`config.mk`:
```
export PLATFORM = sky130hd
export DESIGN_NAME = mu_flat
export DESIGN_NICKNAME = d
export VERILOG_FILES = /design/src/rtl/mu_if.sv /design/src/rtl/mu.sv /design/src/flat_wrapper.sv
export SDC_FILE = /design/constraint.sdc
export NUM_CORES = 2
export LEC_CHECK = 0
export CAP_MARGIN = 20
export CORE_UTILIZATION = 30
export CTS_CLUSTER_DIAMETER = 200
export DETAILED_ROUTE_END_ITERATION = 10
export PLACE_DENSITY = 0.5
export SYNTH_ARGS = -nofsm -noshare
export SYNTH_HDL_FRONTEND = slang
export SYNTH_SLANG_ARGS = --single-unit
```
`constraint.sdc`:
```
create_clock -name clk -period 7.7 [get_ports clk]
set_input_delay 0.77 -clock clk [delete_from_list [all_inputs] [get_ports clk]]
set_output_delay 0.77 -clock clk [all_outputs]
set_load 0.005 [all_outputs]
```
`src/rtl/mu_if.sv`:
```
// Issue/result bus of the RV32M multiply unit.
// master: strb, a, b, mulctl out; mulres, valid in. slave: the reverse.
interface mu_if;
    logic        strb;
    logic [31:0] a;
    logic [31:0] b;
    logic [1:0]  mulctl;
    logic [31:0] mulres;
    logic        valid;

    modport master (
        output strb, a, b, mulctl,
        input  mulres, valid
    );

    modport slave (
        input  strb, a, b, mulctl,
        output mulres, valid
    );
endinterface

```
`src/rtl/mu.sv`:
```
// Pipelined 32x32 RV32M multiplier (MUL/MULH/MULHSU/MULHU), latency 3.
// Ports: clk, rst (sync, active-high), bus (mu_if.slave).
// Optional macro MU_HOLD_RESULT_EN: mulres holds the last result while valid=0.
module mu (
    input  logic clk,
    input  logic rst,
    mu_if.slave  bus
);
    // S1: extended operands and op select
    logic        v1_q, v1_d;
    logic [1:0]  ctl1_q, ctl1_d;
    logic [32:0] a1_q, a1_d;
    logic [32:0] b1_q, b1_d;

    // S2: 16-bit limb partial products
    logic        v2_q, v2_d;
    logic [1:0]  ctl2_q, ctl2_d;
    logic [31:0] pll_q, pll_d;
    logic [33:0] plh_q, plh_d;
    logic [33:0] phl_q, phl_d;
    logic [33:0] phh_q, phh_d;

    // S3: full 64-bit product
    logic        v3_q, v3_d;
    logic [1:0]  ctl3_q, ctl3_d;
    logic [63:0] prod_q, prod_d;

    // Output register
    logic        valid_q, valid_d;
    logic [31:0] res_q, res_d;

    logic        a_sgn;
    logic        b_sgn;
    logic [33:0] al_x, ah_x, bl_x, bh_x;
    logic [31:0] sel;

    always_comb begin
        a_sgn = (bus.mulctl == 2'b01) || (bus.mulctl == 2'b10);
        b_sgn = (bus.mulctl == 2'b01);

        v1_d   = bus.strb;
        ctl1_d = bus.mulctl;
        a1_d   = {a_sgn & bus.a[31], bus.a};
        b1_d   = {b_sgn & bus.b[31], bus.b};

        // Low limbs are unsigned, high limbs are the signed 17-bit tops.
        // Extending to 34 bits before multiplying keeps each product exact
        // modulo 2^34, and every limb product fits in 34 signed bits.
        al_x = {18'b0, a1_q[15:0]};
        bl_x = {18'b0, b1_q[15:0]};
        ah_x = {{17{a1_q[32]}}, a1_q[32:16]};
        bh_x = {{17{b1_q[32]}}, b1_q[32:16]};

        v2_d   = v1_q;
        ctl2_d = ctl1_q;
        pll_d  = a1_q[15:0] * b1_q[15:0];
        plh_d  = al_x * bh_x;
        phl_d  = ah_x * bl_x;
        phh_d  = ah_x * bh_x;

        v3_d   = v2_q;
        ctl3_d = ctl2_q;
        prod_d = {32'b0, pll_q}
               + ({{30{plh_q[33]}}, plh_q} << 16)
               + ({{30{phl_q[33]}}, phl_q} << 16)
               + ({{30{phh_q[33]}}, phh_q} << 32);

        sel = (ctl3_q == 2'b00) ? prod_q[31:0] : prod_q[63:32];

        valid_d = v3_q;
`ifdef MU_HOLD_RESULT_EN
        res_d = v3_q ? sel : res_q;
`else
        res_d = v3_q ? sel : 32'b0;
`endif
    end

    // Control path and output: cleared by reset
    always_ff @(posedge clk) begin
        if (rst) begin
            v1_q    <= 1'b0;
            v2_q    <= 1'b0;
            v3_q    <= 1'b0;
            valid_q <= 1'b0;
            res_q   <= 32'b0;
        end else begin
            v1_q    <= v1_d;
            v2_q    <= v2_d;
            v3_q    <= v3_d;
            valid_q <= valid_d;
            res_q   <= res_d;
        end
    end

    // Data path: qualified by the valid bits, no reset needed
    always_ff @(posedge clk) begin
        ctl1_q <= ctl1_d;
        a1_q   <= a1_d;
        b1_q   <= b1_d;
        ctl2_q <= ctl2_d;
        pll_q  <= pll_d;
        plh_q  <= plh_d;
        phl_q  <= phl_d;
        phh_q  <= phh_d;
        ctl3_q <= ctl3_d;
        prod_q <= prod_d;
    end

    assign bus.mulres = res_q;
    assign bus.valid  = valid_q;
endmodule

```
`src/flat_wrapper.sv`:
```
// flat-port wrapper written by rule: the top's interface ports become plain ports
module mu_flat 
  (clk, rst, bus_strb, bus_a, bus_b, bus_mulctl, bus_mulres, bus_valid);
  mu_if bus_i ();
  input  logic clk;
  input  logic rst;
  input wire logic [$bits(bus_i.strb)-1:0] bus_strb;
  input wire logic [$bits(bus_i.a)-1:0] bus_a;
  input wire logic [$bits(bus_i.b)-1:0] bus_b;
  input wire logic [$bits(bus_i.mulctl)-1:0] bus_mulctl;
  output wire logic [$bits(bus_i.mulres)-1:0] bus_mulres;
  output wire logic [$bits(bus_i.valid)-1:0] bus_valid;
  assign bus_i.strb = bus_strb;
  assign bus_i.a = bus_a;
  assign bus_i.b = bus_b;
  assign bus_i.mulctl = bus_mulctl;
  assign bus_mulres = bus_i.mulres;
  assign bus_valid = bus_i.valid;
  mu u_core (.clk(clk), .rst(rst), .bus(bus_i));
endmodule
```
# [Word-level counts from Yosys, hierarchy flattened]
# Index checks and enable logic that the tools add are counted.
[totals] register_bits=304 inputBits=69 output_inout_bits=33 wordCells=31
[op_classes] n_addsub=3 multipliers=4 eq_ne=2 mux=1 bitwise=3 reduce_logical=3
[op_table] operator="$add A64 B64 Y64" n=2
[op_table] operator="$mul A17 B17 Y34" n=2
[op_table] operator="$add A33 B50 Y51" n=1
[op_table] operator="$mul A16 B16 Y32" n=1
[op_table] operator="$mul A17 B17 Y32" n=1
[op_table] operator="$mux W32" n=1
[op_table] operator="$and A1 B1 Y1" n=2
[op_table] operator="$eq A2 B1 Y1 const B" n=1
[op_table] operator="$eq A2 B2 Y1 const B" n=1
[op_table] operator="$logic_not A2 Y1" n=1
[op_table] operator="$reduce_or A2 Y1" n=1
[op_table] operator="$logic_or A1 B1 Y1" n=1
[op_table] operator="$not A1 Y1" n=1

# [Logic depth before layout (Yosys ltp)]
[logic_depth] ltp_word=3 mapped_depth=25 depth_no_buf=23

# [Worst setup path before layout]
# OpenSTA, ideal clock, no wires.
[synth_path] kind="register to register" from="register u_core.b1_q[7]" to="register u_core.pll_q[31]" setup_ns=0.120 arrival_ns=5.918 path_slack_ns=1.662 path_stages_with_launch=25 n_path_buf=2 synth_period_minus_slack_ns=6.038 cell_sequence="dfxtp_1 clkbuf_1 nand2_1 fa_1 inv_1 fa_1 inv_1 fa_1 inv_1 fa_1 fa_1 inv_1 fa_1 inv_1 ha_1 clkbuf_1 a21o_1 a21o_1 a221oi_1 o21ai_0 a41o_1 a211o_1 a21oi_1 a21oi_1 xnor2_1"
[synth_via] elab_chain_cells=1
[synth_rtl] element="start, declared" line="mu.sv:13" source="logic [32:0] b1_q, b1_d;"
[synth_rtl] element="start signal, assigned" line="mu.sv:99" source="b1_q <= b1_d;"
[synth_rtl] element="$mul A16 B16 Y32" line="mu.sv:56" source="pll_d = a1_q[15:0] * b1_q[15:0];"
[synth_rtl] element="named net u_core.pll_d[31]" line="mu.sv:18" source="logic [31:0] pll_q, pll_d;"
[synth_rtl] element="end signal, assigned" line="mu.sv:101" source="pll_q <= pll_d;"
[synth_rtl] element="end, declared" line="mu.sv:18"
# The timed path passes the listed nets, and every way through them passes these cells.
# A chain may end at the register's enable or synchronous reset.

# [Worst setup path in the final report]
[layout_path] from="register u_core.b1_q[3]" to="register u_core.phl_q[33]"
[layout_via] elab_chain_cells=1
[layout_rtl] element="$mul A17 B17 Y34" line="mu.sv:58" source="phl_d = ah_x * bl_x;"
[layout_rtl] element="named net u_core.phl_d[33]" line="mu.sv:20" source="logic [33:0] phl_q, phl_d;"
[layout_rtl] element="end signal, assigned" line="mu.sv:103" source="phl_q <= phl_d;"
[layout_rtl] element="end, declared" line="mu.sv:20"
# The timed path passes the listed nets, and every way through them passes these cells.

==> flow_metrics.py <==
metrics = {
    "run_status": {
        "status": "complete, but fails checks",
        "failing_checks": "DRC",
    },
    "grt": {
        "maximum_number_of_pins_on_one_net_before_global_route_repair": 34,
        "globalRouteOverflowTotal": 0,
        "via_count_of_the_first_global_routing_pass": 38630,
        "antenna_found_initial": 3,
        "gr-usage-all-layers": 0.172,
        "grt_first_pass_wirelength_um": 225000,
    },
    "logic_synthesis": {
        "synth_enable_flop_cells": 0,
        "synth.cells.most_frequent": "sky130_fd_sc_hd__inv_1 (1221), sky130_fd_sc_hd__fa_1 (997), sky130_fd_sc_hd__nand2_1 (656), sky130_fd_sc_hd__and2_1 (544), sky130_fd_sc_hd__ha_1 (480)",
        "synth-seq-cells": 304,
        "yosys-top-cells-area": "sky130_fd_sc_hd__fa_1 (40%), sky130_fd_sc_hd__dfxtp_1 (12%), sky130_fd_sc_hd__ha_1 (12%)",
        "library_cell_with_the_largest_summed_area_after_synthesis": "sky130_fd_sc_hd__fa_1",
        "syn_area_um2": 50000,
        "synthCells": 5465,
        "fraction_of_synthesis_flops_using_an_asynchronous_set_or_reset_pin": 0,
        "sequential_cell_area_fraction_in_the_yosys_report": 0.122,
        "yosysMostFrequentCell": "sky130_fd_sc_hd__inv_1",
        "avg_inst_size_synth_um2": 9.16,
        "post-synth-top-area-fraction": 0.399,
        "synthFlopType": "sky130_fd_sc_hd__dfxtp_1",
        "synth_warnings": 0,
        "synthesis.nets": 7011,
        "synth.lib_cells_used.distinct": 70,
    },
    "setup_path": {
        "kind_of_start_point_of_the_critical_path": "flip-flop",
        "arrival_time_of_the_worst_setup_path_ps": 7460,
        "critical_path.cell_chain": "nand2_1 > fa_1 > fa_1 > fa_1 > inv_1 > fa_1 > fa_1 > fa_1 > ha_1 > a21o_1 > a21o_1 > a21oi_1 > o21ai_0 > o21ai_1 > o21ai_1 > o41ai_1 > mux2i_1 > nand4_1",
        "worstPathMaxFanout": 25,
        "crit_slowest_cell": "sky130_fd_sc_hd__dfxtp_1",
        "reg2regPathDepth": 18,
        "worst_setup_path_end_kind": "flip-flop",
        "worst-setup-path-type": "reg2reg",
        "cp.required_ps": 8190,
        "worst-path-buf-inv": 1,
        "worst-path-stages": 18,
        "worst_path_dominant_cell_family": "adder cells",
        "max_stage_delay_ps": 1130,
        "worst_path_most_repeated_cell": "sky130_fd_sc_hd__fa_1",
    },
    "cts": {
        "cts.clk_slew.worst_paths_ps": 70,
        "cts_hold_buf": 0,
        "cts_buffers": 44,
        "tritoncts": "done",
        "cts_htree_levels": 2,
        "cts_root_buf": "sky130_fd_sc_hd__clkbuf_16",
        "ctsResizeCount": 0,
        "clock_latency_ps": 630,
        "cts_buffer_depth": 3,
        "numClockSinks": 304,
        "cts_setup_buffers": 0,
    },
    "flow_run": {
        "max_cap_violations": 0,
    },
    "sta": {
        "timing.setup.tns_ps": 0,
        "achievable-frequency_mhz": 144,
        "skew_ps": 32.9,
        "period_share": 0.904,
        "worst_slew_pin_slew_ps": 1220,
        "hold-worst-slack_ps": 326,
        "finalSetupViolCount": 0,
        "final_hold_viol_count": 0,
        "slew_viols_final": 0,
        "worst_slew_margin_rel": 0.187,
        "rsz0062_at_grt": "false",
        "final_period_minus_worst_setup_slack_ps": 6960,
    },
    "floorplanning": {
        "die-height_um": 410,
        "core_region_area_um2": 165000,
        "boundaryPins": 102,
        "fp-row-count": 149,
        "die_area_um2": 168000,
        "initial_cell_density_of_the_core": 0.303,
        "die_w_um": 410,
    },
    "drt": {
        "vias": 35088,
        "drt-initial-drc-count": 1763,
        "drt-wirelength-per-cell_um": 18.1,
        "drcViolationCount": 36,
        "drt_wl_total_um": 140000,
        "vias_per_cell": 4.53,
        "antenna_violating_nets_post_route": 0,
        "detail_route.first_pass.iterations": 10,
    },
    "cells_and_area": {
        "filler_cell_count": 17136,
        "final_layout_size_suffix_gt1_frac": 0.0399,
        "areaGrowthSynthToFinish_pct": 10.9,
        "area_of_the_multi_input_gates_um2": 38500,
        "nNetsFinal": 7055,
        "finish.utilization": 0.335,
        "footprint_of_the_flip_flops_and_latches_um2": 6090,
    },
    "hold_path": {
        "min_path_cells": 0,
        "worst_hold_path_type": "reg2reg",
    },
    "placement": {
        "hpwlAfterDp_um": 118000,
        "placement.io_buffers": 101,
        "globalplace.congestion": 0.880,
    },
}
## state kept, by name, summed over array words and instances, names as in the netlist, 2 cells and up
| register | count |
|---|---|
| u_core.ctl1_q | 2 |
| u_core.plh_q | 34 |
| u_core.bus.mulres | 32 |
| u_core.b1_q | 33 |
| u_core.a1_q | 33 |
| u_core.ctl3_q | 2 |
| u_core.phl_q | 34 |
| u_core.ctl2_q | 2 |
| u_core.prod_q | 64 |
| u_core.pll_q | 32 |
| u_core.phh_q | 32 |
## through the flow
stage               instance area [um^2]  std cells  setup WS (ps)
CTS                                55500       7733            762
global route                       55500       7733            431
detailed placement                 53900       7652            786
finish                             55500       7741            737
floorplan                          50000       5465           1660
global placement                   53900       7651            830
## final timing paths
check	from	end	slack [ps]
setup / recovery	u_core.b1_q[3]	u_core.phl_q[33]	740
hold / removal	u_core.ctl2_q[0]	u_core.ctl3_q[0]	330
setup reg to reg	u_core.b1_q[3]	u_core.phl_q[33]	740
hold reg to reg	u_core.ctl2_q[0]	u_core.ctl3_q[0]	330
## placed cells by master, fill, tap and decap left out, types with 73 or more instances in the layout
| cell type | synthesis | routed |
|---|---|---|
| sky130_fd_sc_hd__nand2_1 | 656 | 656 |
| sky130_fd_sc_hd__dfxtp_1 | 304 | 304 |
| sky130_fd_sc_hd__xnor2_1 | 126 | 126 |
| sky130_fd_sc_hd__fa_1 | 997 | 997 |
| sky130_fd_sc_hd__and2_1 | 544 | 544 |
| sky130_fd_sc_hd__a21o_1 | 73 | 73 |
| sky130_fd_sc_hd__buf_4 | 0 | 120 |
| sky130_fd_sc_hd__clkdlybuf4s50_1 | 0 | 101 |
| sky130_fd_sc_hd__ha_1 | 480 | 480 |
| sky130_fd_sc_hd__a21oi_1 | 168 | 168 |
| sky130_fd_sc_hd__nor2_1 | 149 | 148 |
| sky130_fd_sc_hd__inv_1 | 1221 | 1221 |
## cells by family after synthesis
family / Yosys count / share of synthesized area
and+or+nand+nor: 1543 / 0.152
adders and majority gates: 1477 / 0.519
buffers and inverters: 1448 / 0.109
AOI/OAI and AO/OA: 499 / 0.0648
DFF: 304 / 0.122
xor gates and xnor gates: 191 / 0.0334
muxes: 3 / 0.000600
## layout make-up
| cell class | count | share of cell area |
|---|---|---|
| tap | 2189 | 0.0494 |
| inverter | 1221 | 0.0826 |
| timing repair buffer | 225 | 0.0360 |
| clock buffer | 53 | 0.0217 |
| multi-input combinational | 3713 | 0.694 |
| antenna | 8 | 0.000361 |
| sequential | 304 | 0.110 |
| clock inverter | 28 | 0.00602 |
## per-layer routing
layer | up-vias | track usage | part of all wire
li1 | 16475 | - | -
met1 | 17800 | 0.241 | 0.48
met2 | 678 | 0.281 | 0.46
met3 | 135 | 0.0225 | 0.044
met4 | 0 | 0.0392 | 0.022
met5 | - | 0 | 0
Power is left out: the tool's default activity adds up to more than one toggle a clock period on the data nets, which glitch-free logic cannot reach.
